[src/rtl/cmd_uart_wrapper_pkg.sv]
// Shared constants and state types for the knight command UART link.
package cmd_uart_wrapper_pkg;

  // Response bytes returned to the remote initiator
  localparam logic [7:0]  COMM_COMPLETE     = 8'hA5;
  localparam logic [7:0]  COMM_INTERMEDIATE = 8'h5A;

  // Command opcodes (cmd[15:12]) and full calibrate word
  localparam logic [3:0]  OP_CALIBRATE = 4'h0;
  localparam logic [3:0]  OP_MOVE      = 4'h2;
  localparam logic [3:0]  OP_TOUR      = 4'h4;
  localparam logic [15:0] CALIBRATE    = 16'h0000;

  // Heading codes (cmd[11:4])
  localparam logic [7:0]  HEAD_NORTH = 8'h00;
  localparam logic [7:0]  HEAD_WEST  = 8'h3F;
  localparam logic [7:0]  HEAD_SOUTH = 8'h7F;
  localparam logic [7:0]  HEAD_EAST  = 8'hBF;

  typedef enum logic [0:0] {WAIT_HI, WAIT_LO} asm_st_t;
  typedef enum logic [0:0] {TX_IDLE, TX_XMIT} tx_st_t;

endpackage

[src/rtl/cmd_uart_wrapper_if.sv]
// Command-side handshake between the UART wrapper and cmd_proc.
interface cmd_uart_wrapper_if;
  logic [15:0] cmd;
  logic        cmd_rdy;
  logic        clr_cmd_rdy;
  logic [7:0]  resp;
  logic        trmt;
  logic        tx_done;

  // cmd_proc side
  modport master (input cmd, cmd_rdy, tx_done, output clr_cmd_rdy, resp, trmt);
  // wrapper side
  modport slave  (output cmd, cmd_rdy, tx_done, input clr_cmd_rdy, resp, trmt);
endinterface

[src/rtl/cmd_uart_wrapper_uart_byte_rx.sv]
// 8N1 UART byte receiver: synchronizer, mid-bit sampling, done/framing-error pulses.
module uart_byte_rx #(
  parameter int BAUD_DIV = 5208
) (
  input  logic       clk,
  input  logic       rst,
  input  logic       rx,
  output logic [7:0] rx_data,
  output logic       rx_done,
  output logic       rx_err,
  output logic       rx_busy,
  output logic       rx_start
);
  localparam int CW = $clog2(BAUD_DIV + 1);

  logic [1:0]    sync;
  logic          rx_s, rx_prev;
  logic [CW-1:0] baud_cnt;
  logic [3:0]    bit_cnt;
  logic [7:0]    shreg;

  assign rx_s     = sync[1];
  // falling edge on an idle line starts a frame
  assign rx_start = !rx_busy && rx_prev && !rx_s;

  // two-flop synchronizer plus edge-detect history, preset to idle-high
  always_ff @(posedge clk) begin
    if (rst) begin
      sync    <= 2'b11;
      rx_prev <= 1'b1;
    end else begin
      sync    <= {sync[0], rx};
      rx_prev <= rx_s;
    end
  end

  // baud timing and shifting; start sample at half bit, then every full bit
  always_ff @(posedge clk) begin
    if (rst) begin
      rx_busy  <= 1'b0;
      baud_cnt <= '0;
      bit_cnt  <= '0;
      shreg    <= '0;
      rx_data  <= '0;
      rx_done  <= 1'b0;
      rx_err   <= 1'b0;
    end else begin
      rx_done <= 1'b0;
      rx_err  <= 1'b0;
      if (rx_start) begin
        rx_busy  <= 1'b1;
        baud_cnt <= CW'(BAUD_DIV / 2);
        bit_cnt  <= '0;
      end else if (rx_busy) begin
        if (baud_cnt == CW'(1)) begin
          baud_cnt <= CW'(BAUD_DIV);
          if (bit_cnt == 4'd9) begin
            // stop-bit sample: the start bit has already fallen out of shreg
            rx_busy <= 1'b0;
            rx_data <= shreg;
            rx_done <= rx_s;
            rx_err  <= !rx_s;
          end else begin
            shreg   <= {rx_s, shreg[7:1]};
            bit_cnt <= bit_cnt + 4'd1;
          end
        end else begin
          baud_cnt <= baud_cnt - CW'(1);
        end
      end
    end
  end
endmodule

[src/rtl/cmd_uart_wrapper.sv]
// Knight-side UART wrapper: two-byte command assembly and 8N1 response transmit.
module cmd_uart_wrapper
  import cmd_uart_wrapper_pkg::*;
#(
  parameter int BAUD_DIV     = 5208,
  parameter int TIMEOUT_CLKS = 20 * BAUD_DIV
) (
  input  logic               clk,
  input  logic               rst,
  input  logic               RX,
  output logic               TX,
  cmd_uart_wrapper_if.slave  bus
);
  localparam int TCW = $clog2(BAUD_DIV + 1);
  localparam int TMW = $clog2(TIMEOUT_CLKS + 1);

  logic [7:0]     rx_data;
  logic           rx_done, rx_err, rx_busy, rx_start;

  asm_st_t        asm_st;
  logic [7:0]     hi_byte;
  logic [TMW-1:0] tmo_cnt;
  logic [15:0]    cmd_q;
  logic           cmd_rdy_q;

  tx_st_t         tx_st;
  logic [9:0]     tx_sh;
  logic [TCW-1:0] tx_cnt;
  logic [3:0]     tx_bit;
  logic           tx_done_q;

  uart_byte_rx #(.BAUD_DIV(BAUD_DIV)) u_rx (
    .clk      (clk),
    .rst      (rst),
    .rx       (RX),
    .rx_data  (rx_data),
    .rx_done  (rx_done),
    .rx_err   (rx_err),
    .rx_busy  (rx_busy),
    .rx_start (rx_start)
  );

  assign bus.cmd     = cmd_q;
  assign bus.cmd_rdy = cmd_rdy_q;
  assign bus.tx_done = tx_done_q;
  // shifter LSB is the line; reset and idle fill keep it high
  assign TX          = tx_sh[0];

  // command assembly: high byte, then low byte within the idle timeout
  always_ff @(posedge clk) begin
    if (rst) begin
      asm_st    <= WAIT_HI;
      hi_byte   <= '0;
      tmo_cnt   <= '0;
      cmd_q     <= '0;
      cmd_rdy_q <= 1'b0;
    end else begin
      if (bus.clr_cmd_rdy) cmd_rdy_q <= 1'b0;
      if (rx_err) begin
        asm_st  <= WAIT_HI;
        tmo_cnt <= '0;
      end else begin
        case (asm_st)
          WAIT_HI: begin
            // a new command starting retires any stale ready flag
            if (rx_start) cmd_rdy_q <= 1'b0;
            if (rx_done) begin
              hi_byte <= rx_data;
              tmo_cnt <= '0;
              asm_st  <= WAIT_LO;
            end
          end
          WAIT_LO: begin
            if (rx_done) begin
              cmd_q     <= {hi_byte, rx_data};
              cmd_rdy_q <= 1'b1;
              asm_st    <= WAIT_HI;
            end else if (tmo_cnt == TMW'(TIMEOUT_CLKS)) begin
              asm_st  <= WAIT_HI;
              tmo_cnt <= '0;
            end else if (!rx_busy) begin
              tmo_cnt <= tmo_cnt + TMW'(1);
            end
          end
          default: asm_st <= WAIT_HI;
        endcase
      end
    end
  end

  // transmitter: 10 bits of BAUD_DIV clocks each, trmt ignored while busy
  always_ff @(posedge clk) begin
    if (rst) begin
      tx_st     <= TX_IDLE;
      tx_sh     <= '1;
      tx_cnt    <= '0;
      tx_bit    <= '0;
      tx_done_q <= 1'b0;
    end else begin
      case (tx_st)
        TX_IDLE: begin
          if (bus.trmt) begin
            tx_sh     <= {1'b1, bus.resp, 1'b0};
            tx_cnt    <= TCW'(BAUD_DIV - 1);
            tx_bit    <= '0;
            tx_done_q <= 1'b0;
            tx_st     <= TX_XMIT;
          end
        end
        TX_XMIT: begin
          if (tx_cnt == '0) begin
            tx_sh  <= {1'b1, tx_sh[9:1]};
            tx_cnt <= TCW'(BAUD_DIV - 1);
            if (tx_bit == 4'd9) begin
              tx_done_q <= 1'b1;
              tx_st     <= TX_IDLE;
            end else begin
              tx_bit <= tx_bit + 4'd1;
            end
          end else begin
            tx_cnt <= tx_cnt - TCW'(1);
          end
        end
        default: tx_st <= TX_IDLE;
      endcase
    end
  end
endmodule

[src/flat_wrapper.sv]
// flat-port wrapper written by rule: the top's interface ports become plain ports
module cmd_uart_wrapper_flat import cmd_uart_wrapper_pkg::*;
#(
  parameter int BAUD_DIV     = 5208,
  parameter int TIMEOUT_CLKS = 20 * BAUD_DIV
)
  (clk, rst, RX, TX, bus_cmd, bus_cmd_rdy, bus_tx_done, bus_clr_cmd_rdy, bus_resp, bus_trmt);
  cmd_uart_wrapper_if bus_i ();
  input  logic clk;
  input  logic rst;
  input  logic RX;
  output logic TX;
  output wire logic [$bits(bus_i.cmd)-1:0] bus_cmd;
  output wire logic [$bits(bus_i.cmd_rdy)-1:0] bus_cmd_rdy;
  output wire logic [$bits(bus_i.tx_done)-1:0] bus_tx_done;
  input wire logic [$bits(bus_i.clr_cmd_rdy)-1:0] bus_clr_cmd_rdy;
  input wire logic [$bits(bus_i.resp)-1:0] bus_resp;
  input wire logic [$bits(bus_i.trmt)-1:0] bus_trmt;
  assign bus_cmd = bus_i.cmd;
  assign bus_cmd_rdy = bus_i.cmd_rdy;
  assign bus_tx_done = bus_i.tx_done;
  assign bus_i.clr_cmd_rdy = bus_clr_cmd_rdy;
  assign bus_i.resp = bus_resp;
  assign bus_i.trmt = bus_trmt;
  cmd_uart_wrapper #(.BAUD_DIV(BAUD_DIV), .TIMEOUT_CLKS(TIMEOUT_CLKS)) u_core (.clk(clk), .rst(rst), .RX(RX), .TX(TX), .bus(bus_i));
endmodule
[config.mk]
export PLATFORM = sky130hd
export DESIGN_NAME = cmd_uart_wrapper_flat
export DESIGN_NICKNAME = d
export VERILOG_FILES = /design/src/rtl/cmd_uart_wrapper_pkg.sv /design/src/rtl/cmd_uart_wrapper_if.sv /design/src/rtl/cmd_uart_wrapper_uart_byte_rx.sv /design/src/rtl/cmd_uart_wrapper.sv /design/src/flat_wrapper.sv
export SDC_FILE = /design/constraint.sdc
export NUM_CORES = 1
export LEC_CHECK = 0
export BUFFER_PORTS_ARGS = -buffer_cell sky130_fd_sc_hd__buf_2
export CORE_ASPECT_RATIO = 1.4
export CORE_MARGIN = 2
export CORE_UTILIZATION = 55
export DETAILED_ROUTE_END_ITERATION = 16
export GPL_TIMING_DRIVEN = 0
export HOLD_SLACK_MARGIN = 0.05
export PLACE_DENSITY_LB_ADDON = 0.2
export SYNTH_ARGS = -nofsm -noshare
export SYNTH_HDL_FRONTEND = slang
export SYNTH_SLANG_ARGS = --single-unit
[constraint.sdc]
create_clock -name clk -period 2.76 [get_ports clk]
set_input_delay 0.138 -clock clk [delete_from_list [all_inputs] [get_ports clk]]
set_output_delay 0.138 -clock clk [all_outputs]
set_load 0.05 [all_outputs]
==> out/metrics.yaml, run 1 <==
status: "finished clean"
total_power_mw: 3.29
first_global_vias: 3912
viasPerCell: 5.70
drive_above_1_share_pct: 9.90
skew_ps: 9.23
start_util_pct: 56.4
yosysWarnings: 0
ys_seq_area_share_pct: 45.6
worstSetupPathType: "reg2reg"
relSlewSlack_pct: 39.9
design_area_um2: 5400
crit_slowest_cell: "or4_1"
postCtsSetupBuffers: 0
routed_wl_um: 10300
port_buffers: 31
hold_viol: 0
r2r-end: "u_core.tx_sh[5]"
insertedDiodeCount: 0
maxCapViolCount: 0
worstSetupStartpointType: "flip-flop"
cp.depth: 7
cp.arrival_ps: 2810
finalCriticalPeriod_ps: 2590
grt_max_degree: 19
die_area_um2: 9550
core_area_um2: 8560
route.vias.total: 4056
crit_path_max_incr_delay_ps: 520
area_delta_synth_final_pct: 11.8
power_frac_seq_pct: 52.1
grt_pass1_wl_um: 17600
pwr-share-comb_pct: 11.5
hold_class: "in2reg"
ios: 32
cts.repair.resized: 0
critPathLaunch: "u_core.tx_cnt[5]"
p_int_mw: 2.41
cts.clk_slew.worst_paths_ps: 70
cts_buffer_depth: 2
cts.sinks: 110
async_flop_share_pct: 0
wire_per_inst_um: 14.5
ff2ff_path_depth: 7
max_freq_mhz: 386
p_leak_nw: 1.96
numCtsBuffers: 9
switchingPower_mw: 0.876
hold_buffers: 1
rsz0062_at_grt: "no"
avgSynthCellArea_um2: 8.64
cp_cell_sequence: "or4_1, buf_2, nor4_4, a21oi_1, clkbuf_1, a2111oi_0, nor2_1"
drt_iter0_markers: 189
drtAntennaViolNets: 0
nFillCells: 733
firstDrtPassIters: 4
holdPathStages: 4
syn_inst: 559
rows: 40
syn_nets: 582
tightest_slew_ps: 898
final_max_slew_viol_count: 0
gr-total-overflow: 0
h-tree-depth: 3
die_y_um: 115
drcViolationCount: 0
pwr-share-clk_pct: 36.4
grt_usage_pct: 22.4
cellPowerDensity_nw_per_um2: 610
tns_ps: 0
ys_ff_latch: 110
fin_nets: 625
root_buffer: "clkbuf_16"
synth_edf_count: 0
path_buf_inv: 2
netlist_area_um2: 4830
rrSetupSlack_ps: 170
ir_drop_v: 0.000421
placed_area_um2: 5110
setup_viol: 0
timing.final.crit_share_pct: 93.8
critPathCaptureType: "flip-flop"
tritoncts: "done"
swShare_pct: 26.6
r2r_start: "u_core.tx_cnt[5]"
grt_antenna_before_repair: 0
globalplace.congestion: 0.855
clock_latency_ps: 350
yosysUniqueCellTypes: 51
path_max_fanout: 10
critPathCapture: "u_core.tx_sh[5]"
die_x_um: 83.2
synth_flop_cell: "dfxtp_1"
required_ps: 2980
path_delay_family: "simple AND/OR/NAND/NOR gates"
place_hpwl_um: 7530
-- power by group through the flow --
stage | clock [mW] | combinational, mW | sequential, mW
after floorplan | 0 | 0.291 | 1.74
after global placement | 0 | 0.366 | 1.75
after detailed placement | 0 | 0.376 | 1.75
after CTS | 1.22 | 0.379 | 1.71
after global routing | 1.28 | 0.424 | 1.73
final | 1.20 | 0.379 | 1.71
-- sequential cells by signal, indices dropped and copies added (netlist names) --
register and count:
u_core.u_rx.rx_err 1, u_core.bus.cmd 16, u_core.tx_cnt 13, u_core.u_rx.rx_prev 1, u_core.tx_st 1, u_core.asm_st 1, u_core.bus.tx_done 1, u_core.u_rx.bit_cnt 4
u_core.u_rx.shreg 8, u_core.tx_bit 4, u_core.tmo_cnt 17, u_core.u_rx.rx_busy 1, u_core.u_rx.rx_done 1, u_core.u_rx.rx_data 8, u_core.tx_sh 9, u_core.u_rx.baud_cnt 13
u_core.u_rx.sync 2, u_core.hi_byte 8, u_core.bus.cmd_rdy 1
-- worst min-delay path: cells and delay by family --
kind            cells  cell delay, ps
compound gates      1             130
simple gates        1              50
buf+inv             2             130
-- routing by layer --
layer | global-route usage, % | vias to the layer above | part of all wire [%]
li1 | - | 2050 | -
met1 | 25.4 | 1935 | 44
met2 | 41.3 | 52 | 52
met3 | 4.02 | 19 | 2.2
met4 | 9.29 | 0 | 2.4
met5 | 0 | - | 0
-- Yosys cell counts, types with 11 or more instances --
cell type,count,area share (%)
a21oi_1,46,4.8
clkbuf_1,26,2.0
dfxtp_1,110,46
inv_1,18,1.4
mux2i_1,33,6.8
nand2_1,55,4.3
nand3_1,20,2.1
nor2_1,62,4.8
nor3_1,23,2.4
xnor2_1,11,2.0
-- metrics by stage --
stage | util (%) | worst slack [ps] | hold slack (ps) | std cells
6_report | 63.0 | 172 | 133 | 711
5_1_grt | 63.0 | 26.0 | 151 | 711
4_1_cts | 63.0 | 188 | 125 | 711
3_5_place_dp | 59.8 | 205 | 325 | 695
3_3_place_gp | 59.8 | 241 | 326 | 695
2_1_floorplan | - | 580 | 242 | 559
-- final cells by class --
| cell class | instances | area, um2 | area share [%] |
|---|---|---|---|
| Multi-Input combinational cell | 401 | 2440 | 45.2 |
| Sequential cell | 110 | 2200 | 40.8 |
| Clock buffer | 9 | 225 | 4.17 |
| Timing Repair Buffer | 32 | 165 | 3.06 |
| Tap cell | 105 | 131 | 2.44 |
| Buffer | 30 | 116 | 2.16 |
| Inverter | 18 | 67.6 | 1.25 |
| Clock inverter | 6 | 46.3 | 0.858 |
-- worst min path at each step --
| stage | start | endpoint |
|---|---|---|
| 2_1_floorplan | RX | u_core.u_rx.sync[0] |
| 4_1_cts | bus_clr_cmd_rdy | u_core.bus.cmd_rdy |
| 6_report | bus_clr_cmd_rdy | u_core.bus.cmd_rdy |
| 3_5_place_dp | RX | u_core.u_rx.sync[0] |
| 3_3_place_gp | RX | u_core.u_rx.sync[0] |
| 5_1_grt | bus_clr_cmd_rdy | u_core.bus.cmd_rdy |
-- logic make-up after synthesis --
group,count (synthesis),share of synthesized area (%)
simple gates,240,25.0
flops,110,45.6
compound gates,102,13.1
buf+inv,48,3.81
mux,35,7.31
xor+xnor,14,2.54
fa+ha+maj,10,2.59
-- layout by cell type, fill, tap and decap left out, types with 3 or more instances in the layout --
cell type and instances:
a2111oi_0 7, a211oi_1 6, a21o_1 3, a21oi_1 46, a22o_1 6, a31oi_1 10, and2_1 6, and3_1 7
and4_1 3, buf_2 34, clkbuf_1 26, clkbuf_16 9, dfxtp_1 110, ha_1 10, inv_1 18, mux2i_1 33
nand2_1 55, nand2b_1 9, nand3_1 20, nand3b_1 3, nand4_1 8, nor2_1 62, nor2b_1 10, nor3_1 23
nor3b_1 5, nor4_1 5, o21ai_0 10, o31ai_1 3, or2_2 5, or3_1 8, xnor2_1 11, xor2_1 3
Power figures use the tool's default switching activity.
==> run 2: changes to the inputs <==
clock period = 2.5 ns   (was 2.76 ns; I/O delays follow)
==> run 2 against run 1 <==
Against the previous run:
- core utilization is 0.31 points higher
- sequential power is 11% higher
- power rose by 11%
- combinational power grew 11%
- largest cell class unchanged
- clock power is 10% higher
- worst setup slack worse by 14 ps
- global-route usage hardly changed
- fmax increased by 11%
- routed wire length rose by 0.23%
==> out/metrics.yaml, run 2 (synthesized netlist as in run 1, its figures left out) <==
status: "finished clean"  # unchanged
top_register: "u_core.tmo_cnt"  # unchanged
maxCapViolCount: 0  # unchanged
drt_iter0_markers: 191  # was 189
drive_above_1_share_pct: 10.6  # was 9.90%
hold_class: "in2reg"  # unchanged
setup_viol: 0  # unchanged
path_max_fanout: 10  # unchanged
fin_nets: 625  # unchanged
globalplace.congestion: 0.855  # unchanged
firstDrtPassIters: 4  # unchanged
cts.clk_slew.worst_paths_ps: 70  # about the same
crit_slowest_cell: "nor4_1"  # was or4_1
numCtsBuffers: 9  # unchanged
insertedDiodeCount: 0  # unchanged
grt_max_degree: 19  # unchanged
die_x_um: 83.2  # unchanged
drcViolationCount: 0  # unchanged
core_area_um2: 8560  # unchanged
routed_wl_um: 10300  # about the same
finalCriticalPeriod_ps: 2340  # was 2590 ps
port_buffers: 31  # unchanged
hold_viol: 0  # unchanged
cellPowerDensity_nw_per_um2: 671  # was 610 nW/um2
route.vias.total: 4091  # was 4,056
grt_pass1_wl_um: 17600  # about the same
tritoncts: "done"  # unchanged
rows: 40  # unchanged
clock_latency_ps: 350  # about the same
root_buffer: "clkbuf_16"  # unchanged
ir_drop_v: 0.000465  # was 0.000421 V
path_buf_inv: 1  # was 2
path_delay_family: "simple AND/OR/NAND/NOR gates"  # unchanged
cp_cell_sequence: "nor4_1, nand4_1, clkbuf_1, nor2_4, mux2i_1, nor2_1"  # was or4_1, buf_2, nor4_4, a21oi_1, clkbuf_1, a2111oi_0, nor2_1
postCtsSetupBuffers: 0  # unchanged
design_area_um2: 5420  # was 5400 um2
required_ps: 2720  # was 2980 ps
mostFrequentLayoutCell: "dfxtp_1"  # unchanged
drtAntennaViolNets: 0  # unchanged
start_util_pct: 56.4  # unchanged
skew_ps: 9.05  # was 9.23 ps
crit_path_max_incr_delay_ps: 670  # was 520 ps
placed_area_um2: 5110  # unchanged
ios: 32  # unchanged
die_area_um2: 9550  # unchanged
layout.cells.non_filler: 711  # unchanged
critPathCaptureType: "flip-flop"  # unchanged
worstSetupStartpointType: "flip-flop"  # unchanged
max_freq_mhz: 427  # was 386 MHz
cts.sinks: 110  # unchanged
timing.final.crit_share_pct: 93.7  # was 93.8%
die_y_um: 115  # unchanged
gr-total-overflow: 0  # unchanged
cp.arrival_ps: 2560  # was 2810 ps
first_global_vias: 3915  # was 3,912
relSlewSlack_pct: 39.4  # was 39.9%
final_cell_mix: "dfxtp_1, nor2_1, nand2_1"  # unchanged
setup_ws_ps: 159  # was 172 ps
h-tree-depth: 3  # unchanged
cts_buffer_depth: 2  # unchanged
final_max_slew_viol_count: 0  # unchanged
worstSetupPathType: "reg2reg"  # unchanged
place_hpwl_um: 7530  # unchanged
largest_reg_flops: 17  # unchanged
area_delta_synth_final_pct: 12.3  # was 11.8%
wire_per_inst_um: 14.5  # about the same
tightest_slew_ps: 905  # was 898 ps
pre_cts_slack_ps: -55.2  # was 205 ps
p_leak_nw: 1.96  # about the same
viasPerCell: 5.75  # was 5.70
grt_antenna_before_repair: 0  # unchanged
grt_usage_pct: 22.4  # about the same
dp.cells: 695  # unchanged
rsz0062_at_grt: "no"  # unchanged
==> run 2: what timing repair did <==
| action | CTS | global route |
|---|---|---|
| setup endpoints to repair | 8 | 22 |
| resized for setup | 5 | 4 |
| hold endpoints to repair | 1 | 0 |
| pin swaps | 0 | 1 |
| hold buffers | 1 | 0 |
==> run 2: worst reg2reg max path: cells and delay by family, from the launching register on <==
family	cells	cell delay [ps]
buf+inv	1	300
simple gates	4	1320
mux	1	240
flops	1	360
==> run 2: final timing paths <==
kind	slack, ps	from	cells past startpoint	end
worst min-delay path	120	bus_clr_cmd_rdy	4	u_core.bus.cmd_rdy
worst min register to register	410	u_core.u_rx.sync[0]	1	u_core.u_rx.sync[1]
worst max-delay path	160	u_core.u_rx.baud_cnt[5]	6	u_core.u_rx.rx_data[6]
worst max register to register	160	u_core.u_rx.baud_cnt[5]	6	u_core.u_rx.rx_data[6]
==> run 2: layout make-up <==
cell class | count | area [um2]
Buffer | 30 | 118
Inverter | 18 | 67.6
Timing Repair Buffer | 32 | 165
Fill cell | 723 | 3140
Tap cell | 105 | 131
Clock buffer | 9 | 225
Clock inverter | 6 | 46.3
Multi-Input combinational cell | 401 | 2470
Sequential cell | 110 | 2200
==> run 2: routing by layer <==
metal  part of all wire [%]  GRT usage [%]  vias to the layer above
met5                      0              0                        -
li1                       -              -                     2052
met4                    2.0           9.29                        0
met3                    2.6           4.02                       16
met2                     52           41.3                       58
met1                     43           25.4                     1965
==> run 2: power breakdown <==
part / switching (mW) / internal, mW / total [mW]
sequential: 0.0703 / 1.82 / 1.89
combinational: 0.254 / 0.168 / 0.421
clock: 0.647 / 0.677 / 1.32
total: 0.971 / 2.67 / 3.64
==> run 2: through the flow <==
stage	setup TNS (ps)	hold WS [ps]	total power, mW	utilization [%]
after global placement	-101	313	2.33	59.8
after global routing	0	138	3.80	63.3
final	0	121	3.64	63.3
after CTS	0	112	3.66	63.2
after floorplan	0	229	2.24	-
after detailed placement	-93.5	312	2.35	59.8
